**src/rtl/bootrom_gen_pkg.sv**
```systemverilog
`default_nettype none
// ============================================================================
// Module      : bootrom_gen_pkg
// Description : Shared types and constants for the parametrised boot ROM:
//               reset boot image, default checksum and scan FSM states.
// Revision    : 1.0 - initial release
// ============================================================================
package bootrom_gen_pkg;

  // Number of words in the read-only boot image.
  localparam int IMAGE_WORDS = 7;

  // Reset contents of the image region; all higher words reset to zero.
  localparam logic [15:0] BOOT_IMAGE [IMAGE_WORDS] = '{
    16'hF200, 16'h4000, 16'hF800, 16'h1007, 16'hF400, 16'h3008, 16'h4000
  };

  // Mod-2**16 sum of the reset contents.
  localparam logic [15:0] EXP_CSUM_DEFAULT = 16'h9E0F;

  typedef enum logic [1:0] {
    SCAN = 2'd0,
    DONE = 2'd1,
    IDLE = 2'd2
  } scan_state_e;

  // Reset value of word idx: image word inside the image, zero beyond it.
  function automatic logic [15:0] image_word(input int unsigned idx);
    logic [15:0] word;
    word = 16'h0000;
    if (idx < IMAGE_WORDS) word = BOOT_IMAGE[idx[2:0]];
    return word;
  endfunction

endpackage
`default_nettype wire

```
**src/rtl/bootrom_gen_if.sv**
```systemverilog
`default_nettype none
// ============================================================================
// Module      : bootrom_gen_if
// Description : CPU-side bus of the boot ROM (access, lock, rescan, status).
// Revision    : 1.0 - initial release
// ============================================================================
interface bootrom_gen_if #(
  parameter int DW = 16,
  parameter int AW = 4
);
  logic          cs;
  logic          we;
  logic [AW-1:0] addr;
  logic [DW-1:0] din;
  logic          lock;
  logic          rescan;
  logic          ready;
  logic [DW-1:0] dout;
  logic          rvalid;
  logic          err;
  logic          boot_ok;
  logic [DW-1:0] csum;

  modport master (
    output cs, we, addr, din, lock, rescan,
    input  ready, dout, rvalid, err, boot_ok, csum
  );

  modport slave (
    input  cs, we, addr, din, lock, rescan,
    output ready, dout, rvalid, err, boot_ok, csum
  );
endinterface
`default_nettype wire

```
**src/rtl/bootrom_gen_scan.sv**
```systemverilog
`default_nettype none
// ============================================================================
// Module      : bootrom_gen_scan
// Description : Self-check scanner: walks every word, sums it mod 2**DW and
//               publishes the sum and a match flag; gates CPU access.
// Revision    : 1.0 - initial release
// ============================================================================
module bootrom_gen_scan
  import bootrom_gen_pkg::*;
#(
  parameter int            DW       = 16,
  parameter int            AW       = 4,
  parameter int            DEPTH    = 16,
  parameter logic [DW-1:0] EXP_CSUM = DW'(EXP_CSUM_DEFAULT)
) (
  input  wire           romclk,
  input  wire           rst,
  input  wire           rescan,
  input  wire  [DW-1:0] word,
  output logic [AW-1:0] scan_idx,
  output logic          ready,
  output logic [DW-1:0] csum,
  output logic          boot_ok
);

  scan_state_e   state_q, state_d;
  logic [AW-1:0] idx_q, idx_d;
  logic [DW-1:0] acc_q, acc_d;
  logic [DW-1:0] csum_q, csum_d;
  logic          boot_ok_q, boot_ok_d;

  // Next-state logic: accumulate during SCAN, publish in DONE, wait in IDLE.
  always_comb begin
    state_d   = state_q;
    idx_d     = idx_q;
    acc_d     = acc_q;
    csum_d    = csum_q;
    boot_ok_d = boot_ok_q;
    case (state_q)
      SCAN: begin
        acc_d = acc_q + word;
        if (idx_q == AW'(DEPTH - 1)) begin
          idx_d   = '0;
          state_d = DONE;
        end else begin
          idx_d = idx_q + AW'(1);
        end
      end
      DONE: begin
        csum_d    = acc_q;
        boot_ok_d = (acc_q == EXP_CSUM);
        state_d   = IDLE;
      end
      IDLE: begin
        if (rescan) begin
          state_d = SCAN;
          idx_d   = '0;
          acc_d   = '0;
        end
      end
      default: state_d = SCAN;
    endcase
  end

  // State register; reset restarts a full scan from word 0.
  always_ff @(posedge romclk or posedge rst) begin
    if (rst) begin
      state_q   <= SCAN;
      idx_q     <= '0;
      acc_q     <= '0;
      csum_q    <= '0;
      boot_ok_q <= 1'b0;
    end else begin
      state_q   <= state_d;
      idx_q     <= idx_d;
      acc_q     <= acc_d;
      csum_q    <= csum_d;
      boot_ok_q <= boot_ok_d;
    end
  end

  assign scan_idx = idx_q;
  assign ready    = (state_q == IDLE);
  assign csum     = csum_q;
  assign boot_ok  = boot_ok_q;

endmodule
`default_nettype wire

```
**src/rtl/bootrom_gen.sv**
```systemverilog
`default_nettype none
// ============================================================================
// Module      : bootrom_gen
// Description : Parametrised boot ROM: flop array with read-only image and
//               writable tail, sticky write lock, registered reads and a
//               reset-time checksum scan that holds off CPU accesses.
// Revision    : 1.0 - initial release
// ============================================================================
module bootrom_gen
  import bootrom_gen_pkg::*;
#(
  parameter int            DW       = 16,
  parameter int            AW       = 4,
  parameter int            DEPTH    = 16,
  parameter int            RW_BASE  = 7,
  parameter logic [DW-1:0] EXP_CSUM = DW'(EXP_CSUM_DEFAULT)
) (
  input wire           romclk,
  input wire           rst,
  bootrom_gen_if.slave bus
);

  logic [DW-1:0] mem_q [DEPTH];
  logic [DW-1:0] mem_d [DEPTH];
  logic          lock_q, lock_d;
  logic [DW-1:0] dout_q, dout_d;
  logic          rvalid_q, rvalid_d;
  logic          err_q, err_d;

  logic          ready;
  logic [AW-1:0] scan_idx;
  logic [DW-1:0] csum;
  logic          boot_ok;
  logic          addr_in_range;
  logic          addr_writable;

  assign addr_in_range = 32'(bus.addr) < 32'(DEPTH);
  assign addr_writable = addr_in_range && (32'(bus.addr) >= 32'(RW_BASE));

  bootrom_gen_scan #(
    .DW       (DW),
    .AW       (AW),
    .DEPTH    (DEPTH),
    .EXP_CSUM (EXP_CSUM)
  ) u_scan (
    .romclk   (romclk),
    .rst      (rst),
    .rescan   (bus.rescan),
    .word     (mem_q[scan_idx]),
    .scan_idx (scan_idx),
    .ready    (ready),
    .csum     (csum),
    .boot_ok  (boot_ok)
  );

  // Access decode; lock sampled on this edge already blocks this edge's write.
  always_comb begin
    mem_d    = mem_q;
    lock_d   = lock_q | bus.lock;
    dout_d   = dout_q;
    rvalid_d = 1'b0;
    err_d    = 1'b0;
    if (ready && bus.cs) begin
      if (!bus.we) begin
        rvalid_d = 1'b1;
        if (addr_in_range) begin
          dout_d = mem_q[bus.addr];
        end else begin
          dout_d = '0;
          err_d  = 1'b1;
        end
      end else if (addr_writable && !lock_d) begin
        mem_d[bus.addr] = bus.din;
      end else begin
        err_d = 1'b1;
      end
    end
  end

  // Array and access registers; reset reloads the boot image.
  always_ff @(posedge romclk or posedge rst) begin
    if (rst) begin
      for (int i = 0; i < DEPTH; i++) begin
        mem_q[i] <= DW'(image_word(i));
      end
      lock_q   <= 1'b0;
      dout_q   <= '0;
      rvalid_q <= 1'b0;
      err_q    <= 1'b0;
    end else begin
      mem_q    <= mem_d;
      lock_q   <= lock_d;
      dout_q   <= dout_d;
      rvalid_q <= rvalid_d;
      err_q    <= err_d;
    end
  end

  assign bus.ready   = ready;
  assign bus.dout    = dout_q;
  assign bus.rvalid  = rvalid_q;
  assign bus.err     = err_q;
  assign bus.csum    = csum;
  assign bus.boot_ok = boot_ok;

endmodule
`default_nettype wire

```
**src/flat_wrapper.sv**
```systemverilog
// flat-port wrapper written by rule: the top's interface ports become plain ports
module bootrom_gen_flat import bootrom_gen_pkg::*;
#(
  parameter int            DW       = 16,
  parameter int            AW       = 4,
  parameter int            DEPTH    = 16,
  parameter int            RW_BASE  = 7,
  parameter logic [DW-1:0] EXP_CSUM = DW'(EXP_CSUM_DEFAULT)
)
  (romclk, rst, bus_cs, bus_we, bus_addr, bus_din, bus_lock, bus_rescan, bus_ready, bus_dout, bus_rvalid, bus_err, bus_boot_ok, bus_csum);
  bootrom_gen_if #(.DW(DW), .AW(AW)) bus_i ();
  input wire romclk;
  input wire rst;
  input wire logic [$bits(bus_i.cs)-1:0] bus_cs;
  input wire logic [$bits(bus_i.we)-1:0] bus_we;
  input wire logic [$bits(bus_i.addr)-1:0] bus_addr;
  input wire logic [$bits(bus_i.din)-1:0] bus_din;
  input wire logic [$bits(bus_i.lock)-1:0] bus_lock;
  input wire logic [$bits(bus_i.rescan)-1:0] bus_rescan;
  output wire logic [$bits(bus_i.ready)-1:0] bus_ready;
  output wire logic [$bits(bus_i.dout)-1:0] bus_dout;
  output wire logic [$bits(bus_i.rvalid)-1:0] bus_rvalid;
  output wire logic [$bits(bus_i.err)-1:0] bus_err;
  output wire logic [$bits(bus_i.boot_ok)-1:0] bus_boot_ok;
  output wire logic [$bits(bus_i.csum)-1:0] bus_csum;
  assign bus_i.cs = bus_cs;
  assign bus_i.we = bus_we;
  assign bus_i.addr = bus_addr;
  assign bus_i.din = bus_din;
  assign bus_i.lock = bus_lock;
  assign bus_i.rescan = bus_rescan;
  assign bus_ready = bus_i.ready;
  assign bus_dout = bus_i.dout;
  assign bus_rvalid = bus_i.rvalid;
  assign bus_err = bus_i.err;
  assign bus_boot_ok = bus_i.boot_ok;
  assign bus_csum = bus_i.csum;
  bootrom_gen #(.DW(DW), .AW(AW), .DEPTH(DEPTH), .RW_BASE(RW_BASE), .EXP_CSUM(EXP_CSUM)) u_core (.romclk(romclk), .rst(rst), .bus(bus_i));
endmodule
```
**config.mk**
```make
export PLATFORM = sky130hd
export DESIGN_NAME = bootrom_gen_flat
export DESIGN_NICKNAME = d
export VERILOG_FILES = /design/src/rtl/bootrom_gen_pkg.sv /design/src/rtl/bootrom_gen_if.sv /design/src/rtl/bootrom_gen_scan.sv /design/src/rtl/bootrom_gen.sv /design/src/flat_wrapper.sv
export SDC_FILE = /design/constraint.sdc
export NUM_CORES = 1
export LEC_CHECK = 0
export CELL_PAD_IN_SITES_DETAIL_PLACEMENT = 1
export CELL_PAD_IN_SITES_GLOBAL_PLACEMENT = 1
export CORE_MARGIN = 2
export CORE_UTILIZATION = 40
export CTS_BUF_LIST = sky130_fd_sc_hd__clkbuf_2
export DETAILED_ROUTE_END_ITERATION = 16
export GPL_ROUTABILITY_DRIVEN = 0
export GPL_TIMING_DRIVEN = 0
export HOLD_SLACK_MARGIN = 0.1
export PLACE_DENSITY = 0.65
export SETUP_SLACK_MARGIN = 0.4
export SLEW_MARGIN = 20
export SYNTH_ARGS = -nofsm -noshare
export SYNTH_HDL_FRONTEND = slang
export SYNTH_SLANG_ARGS = --single-unit
```
**constraint.sdc**
```tcl
create_clock -name romclk -period 36.6 [get_ports romclk]
set_input_delay 10.98 -clock romclk [delete_from_list [all_inputs] [get_ports romclk]]
set_output_delay 10.98 -clock romclk [all_outputs]
set_load 0.05 [all_outputs]
```
Word-level counts from Yosys, hierarchy flattened
Cells that the tools add are included.

storage, ports and cells
  output and inout port bits = 36
  bits in latches = 0
  bits in writable memories = 0
  ROM bits = 0
  register bits after elaboration = 314
  memories = 0

cells by class
  shifts and indexed selects = 0
  div/mod/pow operators = 0
  $add $sub $neg = 2
  reductions and logical operators = 10
  bitwise gates (word level) = 4
  eq/ne operators = 6
  multiplexer cells = 22
  order comparisons = 4
  multiply operators = 0

operators with widths
  cell                                                  count
  bitwise mux 256 bit                                   1
  binary-select mux 16 bit (select 4 bit)               2
  two-way mux 16 bit                                    6
  demux 16 bit (select 4 bit)                           1
  one-hot mux 16 bit (2 select lines)                   1
  adder 16 bit                                          1
  equality test 16 bit (second input constant)          1
  >= comparator 5 bit (second input constant)           2
  NOT 4 -> 5 bit                                        2
  two-way mux 4 bit                                     2
  one-hot mux 4 bit (2 select lines)                    1
  one-hot mux 2 bit (3 select lines)                    1
  AND reduction 2 bit                                   3
  < comparator 5 x 1 -> 1 bit (second input constant)   1
  two-way mux 1 bit                                     5
  adder 4 x 1 -> 4 bit (second input constant)          1
  equality test 4 bit (second input constant)           1
  >= comparator 4 x 3 -> 1 bit (second input constant)  1
  two-way mux 2 bit                                     2
  inequality test 2 bit (second input constant)         2
  logical AND 1 bit                                     3
  AND reduction 3 bit                                   1
  equality test 2 x 1 -> 1 bit (second input constant)  1
  equality test 2 bit (second input constant)           1
  5 further kinds                                       5

Depth between registers and ports, before layout
Gate-level depths: netlist of run 1.

  depth after elaboration = 6
  depth in mapped cells = 16
  mapped depth without buffers = 13

Modules after synthesis
Synthesis of run 1 repeated with hierarchy kept, for this count alone.

unflattened totals
  cells, all modules = 1,109
  area total of the unflattened synthesis = 15,827.7 µm²

by module, submodules not included
  module            cells an instance  area an instance (µm²)  times used
  bootrom_gen       887                13,529.2                1
  bootrom_gen_scan  222                2,298.5                 1

Worst setup path before layout of run 1
No wires, ideal clock.

  kind = input port to flip-flop
  start = input port bus_addr[1]
  end = register u_core.dout_q[10] (netlist: u_core.bus.dout[10])
  cell stages on the path = 5
  setup slack = 23.862 ns
  setup time = 0.125 ns
  data required time = 36.475 ns
  arrival = 12.613 ns
  path buffers = 2
  path through = clkbuf_1 -> clkbuf_1 -> mux4_2 -> mux4_2 -> mux2_2

between the ends
  cells in the longest elaborated chain, start to end = 4

RTL lines
  element                                                 line                RTL
  start: declaration                                      flat_wrapper.sv:16  input wire logic [$bits(bus_i.addr)-1:0] bus_addr;
  NOT 4 -> 5 bit (implied by the code)                    bootrom_gen.sv:67   dout_d = mem_q[bus.addr];
  binary-select mux 16 bit (select 4 bit)                 bootrom_gen.sv:67
  two-way mux 16 bit (implied by the code) (2 in series)  bootrom_gen.sv:67
  end signal: assignment                                  bootrom_gen.sv:93   dout_q <= dout_d;
  end: declaration                                        bootrom_gen.sv:26   logic [DW-1:0] dout_q, dout_d;

Every way passes these cells. The select of a mux whose other input is x is not followed.
A chain may end at the register's enable or synchronous reset.

Worst setup path after layout of run 1
  start = register u_core.u_scan.state_q[0]
  end = output port bus_ready

between the ends
  cells in the longest elaborated chain, start to end = 1

RTL lines
  element                   line                    RTL
  start: declaration        bootrom_gen_scan.sv:26  scan_state_e state_q, state_d;
  start signal: assignment  bootrom_gen_scan.sv:74  state_q <= state_d;
  equality test 2 bit       bootrom_gen_scan.sv:83  assign ready = (state_q == IDLE);
  end: declaration          flat_wrapper.sv:20      output wire logic [$bits(bus_i.ready)-1:0] bus_ready;

Every way passes these cells.

==> reports/metrics.yaml, run 1 <==
run_status: "complete, no violations"
crit_start: "u_core.u_scan.state_q[0]$_DFFE_PP0P_"
arrival_ps: 2430
register_area_sq_um: 7890
cp_max_fo: 5
ys.flop_type: "dfrtp_1"
finalNetCount: 1289
drtIter0Drc: 600
cp-start-kind: "register"
cts_tree: "done"
antenna_found_initial: 1
rr_startpoint: "u_core.u_scan.scan_idx[1]$_DFFE_PP0P_"
highest_layer: "met4"
cts_buffer_depth: 3
grt_use_total_pct: 23.4
synthCells: 1096
met3WireLength_microns: 2240
max_slew_margin_pct: 26.5
routedWlPerCell_microns: 24.8
drtAntennaViolNets: 0
worstReg2RegEnd: "u_core.u_scan.acc_q[12]$_DFFE_PP0P_"
finalCriticalPeriod_ps: 13410
period_share_pct: 36.6
io_pins: 62
fp.dieW_microns: 201
fin_setup_tns_ps: 0
grt_first_pass_wirelength_microns: 69600
cts_buffers: 86
die_area_sq_um: 40300
hold_buffers: 0
hold_class: "reg -> reg"
r2r_slack_ps: 31890
p_per_area_nw_per_um2: 58.7
synth_edf_count: 0
port_buffers: 58
crit_chain: "and2b_1, clkdlybuf4s50_1"
drc: 0
ys_seq_area_share_pct: 50.9
synth_cell_types: 51
setup_viol: 0
leakagePower_uw: 0.00820
required_ps: 25620
hold_viol_final: 0
yosys.area.top_type_share_pct: 46.8
peakVddDrop_v: 0.0000281
cts_resized: 0
h-tree-depth: 3
syn_area_sq_um: 15500
fin_cells: 1833
design.core.area_sq_um: 38500
rows: 72
async_flop_share_pct: 100
drive_gt1_share_pct: 38.7
firstDrtPassIters: 5
finClkSkew_ps: 62.5
wl_microns: 45500
ys_warn_count: 0
grt_pass1_vias: 11000
drv_cap: 0
slowest_delay_ps: 810
worst-r2r-cell-count: 16
initial_core_util_pct: 40.3
end_kind: "output pin"
worst_pin_slew_ps: 1100
dp.cells: 1676
wirelength_met1_microns: 20000
synth_nets: 1139
wl_met2_microns: 22200
yosys.area.top_type: "dfrtp_1"
synth_seq_cells: 314
clk_pin_slew_worst_paths_ps: 90
maxSlewViolCount: 0
cpMaxStageDelayCell: "clkdlybuf4s50_1"
multiInputGateArea_sq_um: 6830
cts_root_buf: "clkbuf_2"
place.detailed.hpwl_microns: 30600
path_class: "reg -> out"
endpoint: "bus_ready"
fill_cells: 4015
grt_max_degree: 92
vias_per_cell: 5.53
fmax_ghz: 0.0746
ys_top_cells_by_area: "dfrtp_1 (47%), mux4_2 (16%), mux2_2 (13%)"
rsz0062_at_grt: "no"
cts_setup_buffers: 0
synth_area_per_cell_sq_um: 14.1
die_height_microns: 201
grt_overflow_total: 0
cts.sinks: 314
clock_latency_ps: 960
area_growth_pct: 13.7
num_vias: 10100
[critical path: cells and delay by family, from the launching register on]
family	cells	cell delay, ps
flip-flops	1	430
buffers and inverters	1	810
AND/OR/NAND/NOR	1	260
[worst min-delay path by stage]
stage | cells after the start | slack [ps] | startpoint | endpoint
final | 1 | 450 | u_core.mem_q[204]$_DFFE_PP1P_ | u_core.mem_q[204]$_DFFE_PP1P_
after global routing | 1 | 470 | u_core.mem_q[220]$_DFFE_PP1P_ | u_core.mem_q[220]$_DFFE_PP1P_
after CTS | 1 | 450 | u_core.mem_q[223]$_DFFE_PP1P_ | u_core.mem_q[223]$_DFFE_PP1P_
after detailed placement | 1 | 440 | u_core.mem_q[204]$_DFFE_PP1P_ | u_core.mem_q[204]$_DFFE_PP1P_
after global placement | 1 | 440 | u_core.mem_q[254]$_DFFE_PP1P_ | u_core.mem_q[254]$_DFFE_PP1P_
after floorplan | 1 | 430 | u_core.mem_q[219]$_DFFE_PP1P_ | u_core.mem_q[219]$_DFFE_PP1P_
[where the power goes]
group          switching, uW  leakage [uW]  total [uW]  internal (uW)
clock                    153      0.000622         257            104
sequential              17.4       0.00423         387            370
combinational            251       0.00334         390            139
total                    421       0.00820        1030            613
[logic make-up after synthesis]
family | after synthesis | share of synthesized area (%)
xor gates and xnor gates | 12 | 0.678
DFF | 314 | 50.9
and+or+nand+nor | 88 | 3.19
AOI/OAI and AO/OA | 128 | 5.52
adders and majority gates | 17 | 1.42
buffers and inverters | 185 | 5.13
muxes | 352 | 33.2
[per-stage QoR]
| stage | power [uW] | hold slack (ps) | setup slack (ps) | utilization, % | area [sq um] |
|---|---|---|---|---|---|
| floorplan | 649 | 432 | 16970 | - | 15500 |
| detailed placement | 784 | 443 | 23040 | 43.8 | 16800 |
| CTS | 1050 | 455 | 23090 | 45.8 | 17600 |
| global route | 1100 | 470 | 23080 | 45.8 | 17600 |
| finish | 1030 | 455 | 23190 | 45.8 | 17600 |
| global placement | 774 | 438 | 12830 | 43.5 | 16700 |
[sequential cells by signal (all words and copies together), names as in the netlist]
name	count
u_core.mem_q	256
u_core.bus.rvalid	1
u_core.u_scan.boot_ok	1
u_core.lock_q	1
u_core.bus.err	1
u_core.u_scan.csum	16
u_core.u_scan.acc_q	16
u_core.bus.dout	16
u_core.u_scan.scan_idx	4
u_core.u_scan.state_q	2
[cell type report]
class / count / area share (%)
flip-flops and latches: 314 / 44.7
multi-input cells: 597 / 38.7
plain buffers: 178 / 4.37
clock buffers: 136 / 3.86
repair buffers: 62 / 3.82
well taps: 518 / 3.68
clock inverters: 20 / 0.589
inverters: 7 / 0.192
diodes: 1 / 0.0142
[routing by layer]
| metal | up-vias | track usage, % |
|---|---|---|
| met5 | - | 0 |
| met2 | 244 | 38.6 |
| met3 | 80 | 5.29 |
| met4 | 0 | 8.02 |
| met1 | 5434 | 30.5 |
| li1 | 4380 | - |
[Yosys cell counts (6+ instances only)]
library cell	count
clkbuf_1	142
mux4_2	112
ha_1	16
buf_4	11
a21oi_1	17
nor2_1	8
dfrtp_1	290
inv_1	6
mux2_2	176
buf_2	17
dfstp_2	24
mux2i_1	64
a221oi_1	32
a22oi_1	16
a21o_1	10
o21ai_0	42
xor2_1	9
nand2_1	44
[cells in the final DEF (no fill, tap or decap), types with 32 or more instances in the layout]
cell / instances
a221oi_1: 32
clkbuf_1: 142
clkbuf_2: 136
clkdlybuf4s50_1: 58
dfrtp_1: 290
mux2_2: 176
mux2i_1: 64
mux4_2: 112
nand2_1: 44
o21ai_0: 42
Note: power is estimated with default switching activity, not from simulation.
==> run 2: changes to the inputs <==
PLACE_DENSITY = 0.67   (was 0.65)
clock period = 10.9 ns   (was 36.6 ns; I/O delays follow)
==> run 2 against run 1 <==
Net effect:
- clock skew rose by 17 ps
- clock-buffer cell count is 12 lower
- worst hold slack improved by 1.7 ps
- final cell count grew 0.22%
- total power increased to 3.3 times the previous value
- non-clock buffer count grew 8
- final area up 0.53%
- clock power rose to 3.2 times the previous value
- critical path depth unchanged
- largest power group unchanged
==> reports/metrics.yaml, run 2 (synthesis gave the netlist of run 1 again) <==
run_status: "complete, no violations"
cpMaxStageDelayCell: "clkdlybuf4s50_1"
drv_cap: 0  # unchanged
antenna_found_initial: 1  # unchanged
cp-start-kind: "register"
rsz0062_at_grt: "no"
power_uw: 3430  # +230%
largest_reg_flops: 256  # unchanged
max_slew_margin_pct: 25.5  # -0.99 points
grt_first_pass_wirelength_microns: 69900  # +0.35%
die_height_microns: 201  # unchanged
grt_max_degree: 35  # -62%
cts_setup_buffers: 0  # unchanged
end_kind: "output pin"
peakVddDrop_v: 0.000112  # +300%
fmax_ghz: 0.173
h-tree-depth: 3  # unchanged
die_area_sq_um: 40300  # unchanged
port_buffers: 58  # unchanged
p_per_area_nw_per_um2: 193  # +230%
r2r_slack_ps: 6210  # -25680 ps
io_pins: 62  # unchanged
drtIter0Drc: 600  # unchanged
clock_latency_ps: 990  # +30 ps
cts_tree: "done"
finClkSkew_ps: 79.0  # +16.5 ps
hold_class: "reg -> reg"
cts.sinks: 314  # unchanged
timing.hold.ws_ps: 457  # +1.66 ps
finalCriticalPeriod_ps: 5780
initial_core_util_pct: 40.3  # unchanged
rows: 72  # unchanged
area_growth_pct: 14.4
vias_per_cell: 5.55  # +0.27%
drtAntennaViolNets: 0  # unchanged
period_share_pct: 53.0
crit_family: "buffers and inverters"
dp.cells: 1684  # +0.48%
fp.dieW_microns: 201  # unchanged
cts_buffers: 84  # -2.3%
utilization_pct: 46.1  # +0.24 points
grt_pass1_vias: 11100  # +0.70%
drc: 0  # unchanged
cts_root_buf: "clkbuf_2"
place.detailed.hpwl_microns: 30800  # +0.89%
drive_gt1_share_pct: 38.5  # -0.19 points
mostFrequentLayoutCell: "dfrtp_1"
wl_microns: 45200  # -0.58%
fin_cells: 1837  # +0.22%
mostFrequentLayoutCells: "dfrtp_1 (290), mux2_2 (176), clkbuf_1 (141)"
firstDrtPassIters: 5  # unchanged
num_vias: 10200  # +0.49%
slowest_delay_ps: 820  # about the same
arrival_ps: 2510  # +80 ps
cp_max_fo: 5  # unchanged
routedWlPerCell_microns: 24.6  # -0.80%
worst_pin_slew_ps: 1120  # +14.9 ps
cts_buffer_depth: 3  # unchanged
required_ps: 7630  # -17990 ps
hold_viol_final: 0  # unchanged
cts_resized: 0  # unchanged
crit_chain: "and2b_1, clkdlybuf4s50_1"
crit_buf_inv: 1  # unchanged
hold_buffers: 0  # unchanged
setup_viol: 0  # unchanged
maxSlewViolCount: 0  # unchanged
grt_use_total_pct: 23.3  # -0.069 points
fin_setup_tns_ps: 0  # unchanged
finalNetCount: 1295  # +0.47%
design.core.area_sq_um: 38500  # unchanged
top_register: "u_core.mem_q"
path_class: "reg -> out"
clk_pin_slew_worst_paths_ps: 110  # +20 ps
grt_overflow_total: 0  # unchanged
leakagePower_uw: 0.00823  # +0.33%
==> run 2: routing by layer <==
layer  part of all wire (%)  global-route usage, %  vias up
li1                       -                      -     4407
met3                    5.6                   5.54       89
met2                     48                   37.8      274
met5                      0                      0        -
met4                    3.3                   9.50        0
met1                     43                   30.2     5418
==> run 2: power by group <==
group	total [uW]	internal (uW)	switching [uW]	leakage (uW)
logic	1310	474	840	0.00341
clock network	812	304	508	0.000580
registers	1300	1240	59.5	0.00423
==> run 2: worst paths after layout <==
path / from / end / cells after the start
setup / recovery: u_core.u_scan.state_q[0]$_DFFE_PP0P_ / bus_ready / 2
hold / removal: u_core.mem_q[238]$_DFFE_PP1P_ / u_core.mem_q[238]$_DFFE_PP1P_ / 1
setup reg to reg: u_core.u_scan.scan_idx[0]$_DFFE_PP0P_ / u_core.u_scan.acc_q[14]$_DFFE_PP0P_ / 16
hold reg to reg: u_core.mem_q[238]$_DFFE_PP1P_ / u_core.mem_q[238]$_DFFE_PP1P_ / 1
max in group asynchronous: rst / u_core.mem_q[249]$_DFFE_PP1P_ / 6
min in group asynchronous: rst / u_core.bus.rvalid$_DFF_PP0_ / 2
==> run 2: through the flow <==
stage                     worst slack, ps  cell area, sq um
after CTS                            5020             17700
after global placement               1090             16700
after detailed placement             5080             17000
after floorplan                      3470             15500
after global routing                 5040             17700
final                                5120             17700
==> run 2: area by class of cell <==
type	instances	area, sq um
Tap cell	518	648
Buffer	178	772
Multi-Input combinational cell	597	6830
Clock inverter	28	108
Antenna cell	1	2.50
Sequential cell	314	7890
Fill cell	4008	20700
Timing Repair Buffer	70	827
Clock buffer	124	621
Inverter	7	30.0
==> run 3: changes to the inputs <==
clock period = 4.8 ns   (was 10.9 ns; I/O delays follow)
==> run 3 against run 2 <==
Net effect:
- clock skew increased by 8.9 ps
- non-clock buffer count unchanged
- register-to-register slack got worse by 5600 ps
- worst hold slack about the same
- die area unchanged
- sequential cell count unchanged
- core utilization increased by 0.12 points
- first-iteration DRC count decreased by 12%
- via count increased by 0.98%
- worst setup slack got worse by 4500 ps
- sequential share of layout area decreased by 0.12 points
==> reports/metrics.yaml, run 3 (synthesis gave the netlist of run 1 again) <==
finClkSkew_ps: 87.9  # +8.94 ps
io_pins: 62  # unchanged
cp_max_fo: 10  # +5
clock_latency_ps: 990  # about the same
cts_root_buf: "clkbuf_2"
fin_setup_tns_ps: 0  # unchanged
critical_path_depth: 14  # +12
rsz0062_at_grt: "no"
h-tree-depth: 3  # unchanged
finalNetCount: 1295  # unchanged
clk_pin_slew_worst_paths_ps: 110  # about the same
die_height_microns: 201  # unchanged
multiInputGateArea_sq_um: 6840  # about the same
largest_reg_flops: 256  # unchanged
hold_class: "reg -> reg"
fmax_ghz: 0.239
wl_microns: 45300  # +0.27%
crit_buf_inv: 3  # +2
hold_viol_final: 0  # unchanged
fill_cells: 4002  # -0.15%
firstDrtPassIters: 5  # unchanged
p_int_uw: 4620  # +130%
mostFrequentLayoutCell: "dfrtp_1"
drc: 0  # unchanged
crit_family: "compound AO/OA/AOI/OAI gates"
leakagePower_uw: 0.00827  # +0.48%
setup_viol: 0  # unchanged
antenna_found_initial: 1  # unchanged
p_sw_uw: 3210  # +130%
max_slew_margin_pct: 29.5  # +4.0 points
cp-start-kind: "register"
drive_gt1_share_pct: 39.2  # +0.76 points
cts_setup_buffers: 0  # unchanged
drv_cap: 0  # unchanged
area_growth_pct: 14.7
comb_power_share_pct: 38.6  # +0.3 points
fp.dieW_microns: 201  # unchanged
switching_share_pct: 41.0  # about the same
required_ps: 5660  # -1970 ps
path_class: "reg -> reg"
crit_chain: "clkbuf_4, buf_4, buf_4, mux2i_1, a221oi_1, o21ai_0, nand2_1, ha_1, a21oi_1, o21ai_0, o21bai_1, a31oi_1, or4b_2, nand3_1"
mostFrequentLayoutCells: "dfrtp_1 (290), mux2_2 (176), clkbuf_2 (134)"
place.detailed.hpwl_microns: 30800  # unchanged
worst_pin_slew_ps: 1060  # -59.8 ps
setup_ws_ps: 619  # -4500 ps
hold_depth: 1  # unchanged
routedWlPerCell_microns: 24.7  # +0.27%
cpMaxStageDelayCell: "or4b_2"
cts_tree: "done"
grt_pass1_vias: 11100  # +0.054%
port_buffers: 58  # unchanged
slowest_delay_ps: 630  # -190 ps
cts_buffers: 84  # unchanged
drtAntennaViolNets: 0  # unchanged
grt_max_degree: 35  # unchanged
seqPwrFrac_pct: 37.7  # -0.3 points
period_share_pct: 87.1
preCtsSetupSlack_ps: 246  # -4830 ps
finalCriticalPeriod_ps: 4180
p_per_area_nw_per_um2: 441  # +130%
grt_use_total_pct: 23.3  # about the same
run_status: "complete, no violations"
peakVddDrop_v: 0.000267  # +140%
maxSlewViolCount: 0  # unchanged
register_area_sq_um: 7890  # unchanged
cts.sinks: 314  # unchanged
design.core.area_sq_um: 38500  # unchanged
top_register: "u_core.mem_q"
drtIter0Drc: 528  # -12%
cts_buffer_depth: 3  # unchanged
utilization_pct: 46.2  # +0.12 points
p_clk_share_pct: 23.7  # about the same
rows: 72  # unchanged
die_area_sq_um: 40300  # unchanged
end_kind: "register"
initial_core_util_pct: 40.3  # unchanged
worst-r2r-cell-count: 14  # -2
num_vias: 10300  # +0.98%
arrival_ps: 5040  # +2530 ps
grt_first_pass_wirelength_microns: 69900  # about the same
grt_overflow_total: 0  # unchanged
vias_per_cell: 5.60  # +0.98%
## run 3: changes by cell type in the layout (fill, tap and decap cells not counted)
cell / change
clkbuf_1: -9
a21oi_2: +1
clkbuf_4: +3
buf_2: -10
a21oi_1: -1
buf_6: +2
buf_4: +5
clkbuf_2: +9
## run 3: what timing repair did
action                                  CTS  global route
resized for setup                         6            30
endpoints found under the setup margin    7             7
hold buffers                              0             0
## run 3: through the flow
step	hold slack (ps)	instances	total power [uW]	area (sq um)
2_1_floorplan	432	1096	4950	15500
3_3_place_gp	437	1672	5900	16700
3_5_place_dp	444	1684	5990	17000
4_1_cts	458	1836	7900	17700
5_1_grt	469	1837	8320	17800
6_report	457	1837	7830	17800
## run 3: layout make-up
class,instances,area share (%)
flip-flops and latches,314,44.4
multi-input cells,597,38.5
repair buffers,70,4.65
plain buffers,178,4.59
well taps,518,3.65
clock buffers,124,3.49
clock inverters,28,0.605
inverters,7,0.169
diodes,1,0.0141
## run 3: path summary, 6_finish.rpt
kind | startpoint | to | slack (ps)
max reg2reg | u_core.u_scan.scan_idx[0]$_DFFE_PP0P_ | u_core.u_scan.acc_q[13]$_DFFE_PP0P_ | 620
min reg2reg | u_core.mem_q[238]$_DFFE_PP1P_ | u_core.mem_q[238]$_DFFE_PP1P_ | 460
max | u_core.u_scan.scan_idx[0]$_DFFE_PP0P_ | u_core.u_scan.acc_q[13]$_DFFE_PP0P_ | 620
min | u_core.mem_q[238]$_DFFE_PP1P_ | u_core.mem_q[238]$_DFFE_PP1P_ | 460
min in group asynchronous | rst | u_core.bus.rvalid$_DFF_PP0_ | 850
max in group asynchronous | rst | u_core.mem_q[249]$_DFFE_PP1P_ | 2730
## run 3: power groups by stage
| stage | clock (uW) | combinational (uW) | sequential [uW] |
|---|---|---|---|
| 2_1_floorplan | 0 | 1780 | 3170 |
| 3_3_place_gp | 0 | 2900 | 3000 |
| 3_5_place_dp | 0 | 2980 | 3010 |
| 4_1_cts | 1940 | 3000 | 2960 |
| 5_1_grt | 2080 | 3260 | 2980 |
| 6_report | 1850 | 3030 | 2950 |
## run 3: worst reg2reg max path: stages, from the launching register on
cell,delay (ps)
dfrtp_1,380
clkbuf_4,250
buf_4,260
buf_4,320
mux2i_1,130
a221oi_1,380
o21ai_0,120
nand2_1,240
ha_1,330
a21oi_1,240
o21ai_0,260
o21bai_1,270
a31oi_1,140
or4b_2,630
nand3_1,100
## run 3: layer usage
metal	up-vias	wire length (microns)	global-route usage (%)
met5	-	0	0
met4	0	1390	9.47
met3	81	2570	5.54
met2	300	21700	37.9
met1	5493	19600	30.2
li1	4414	-	-
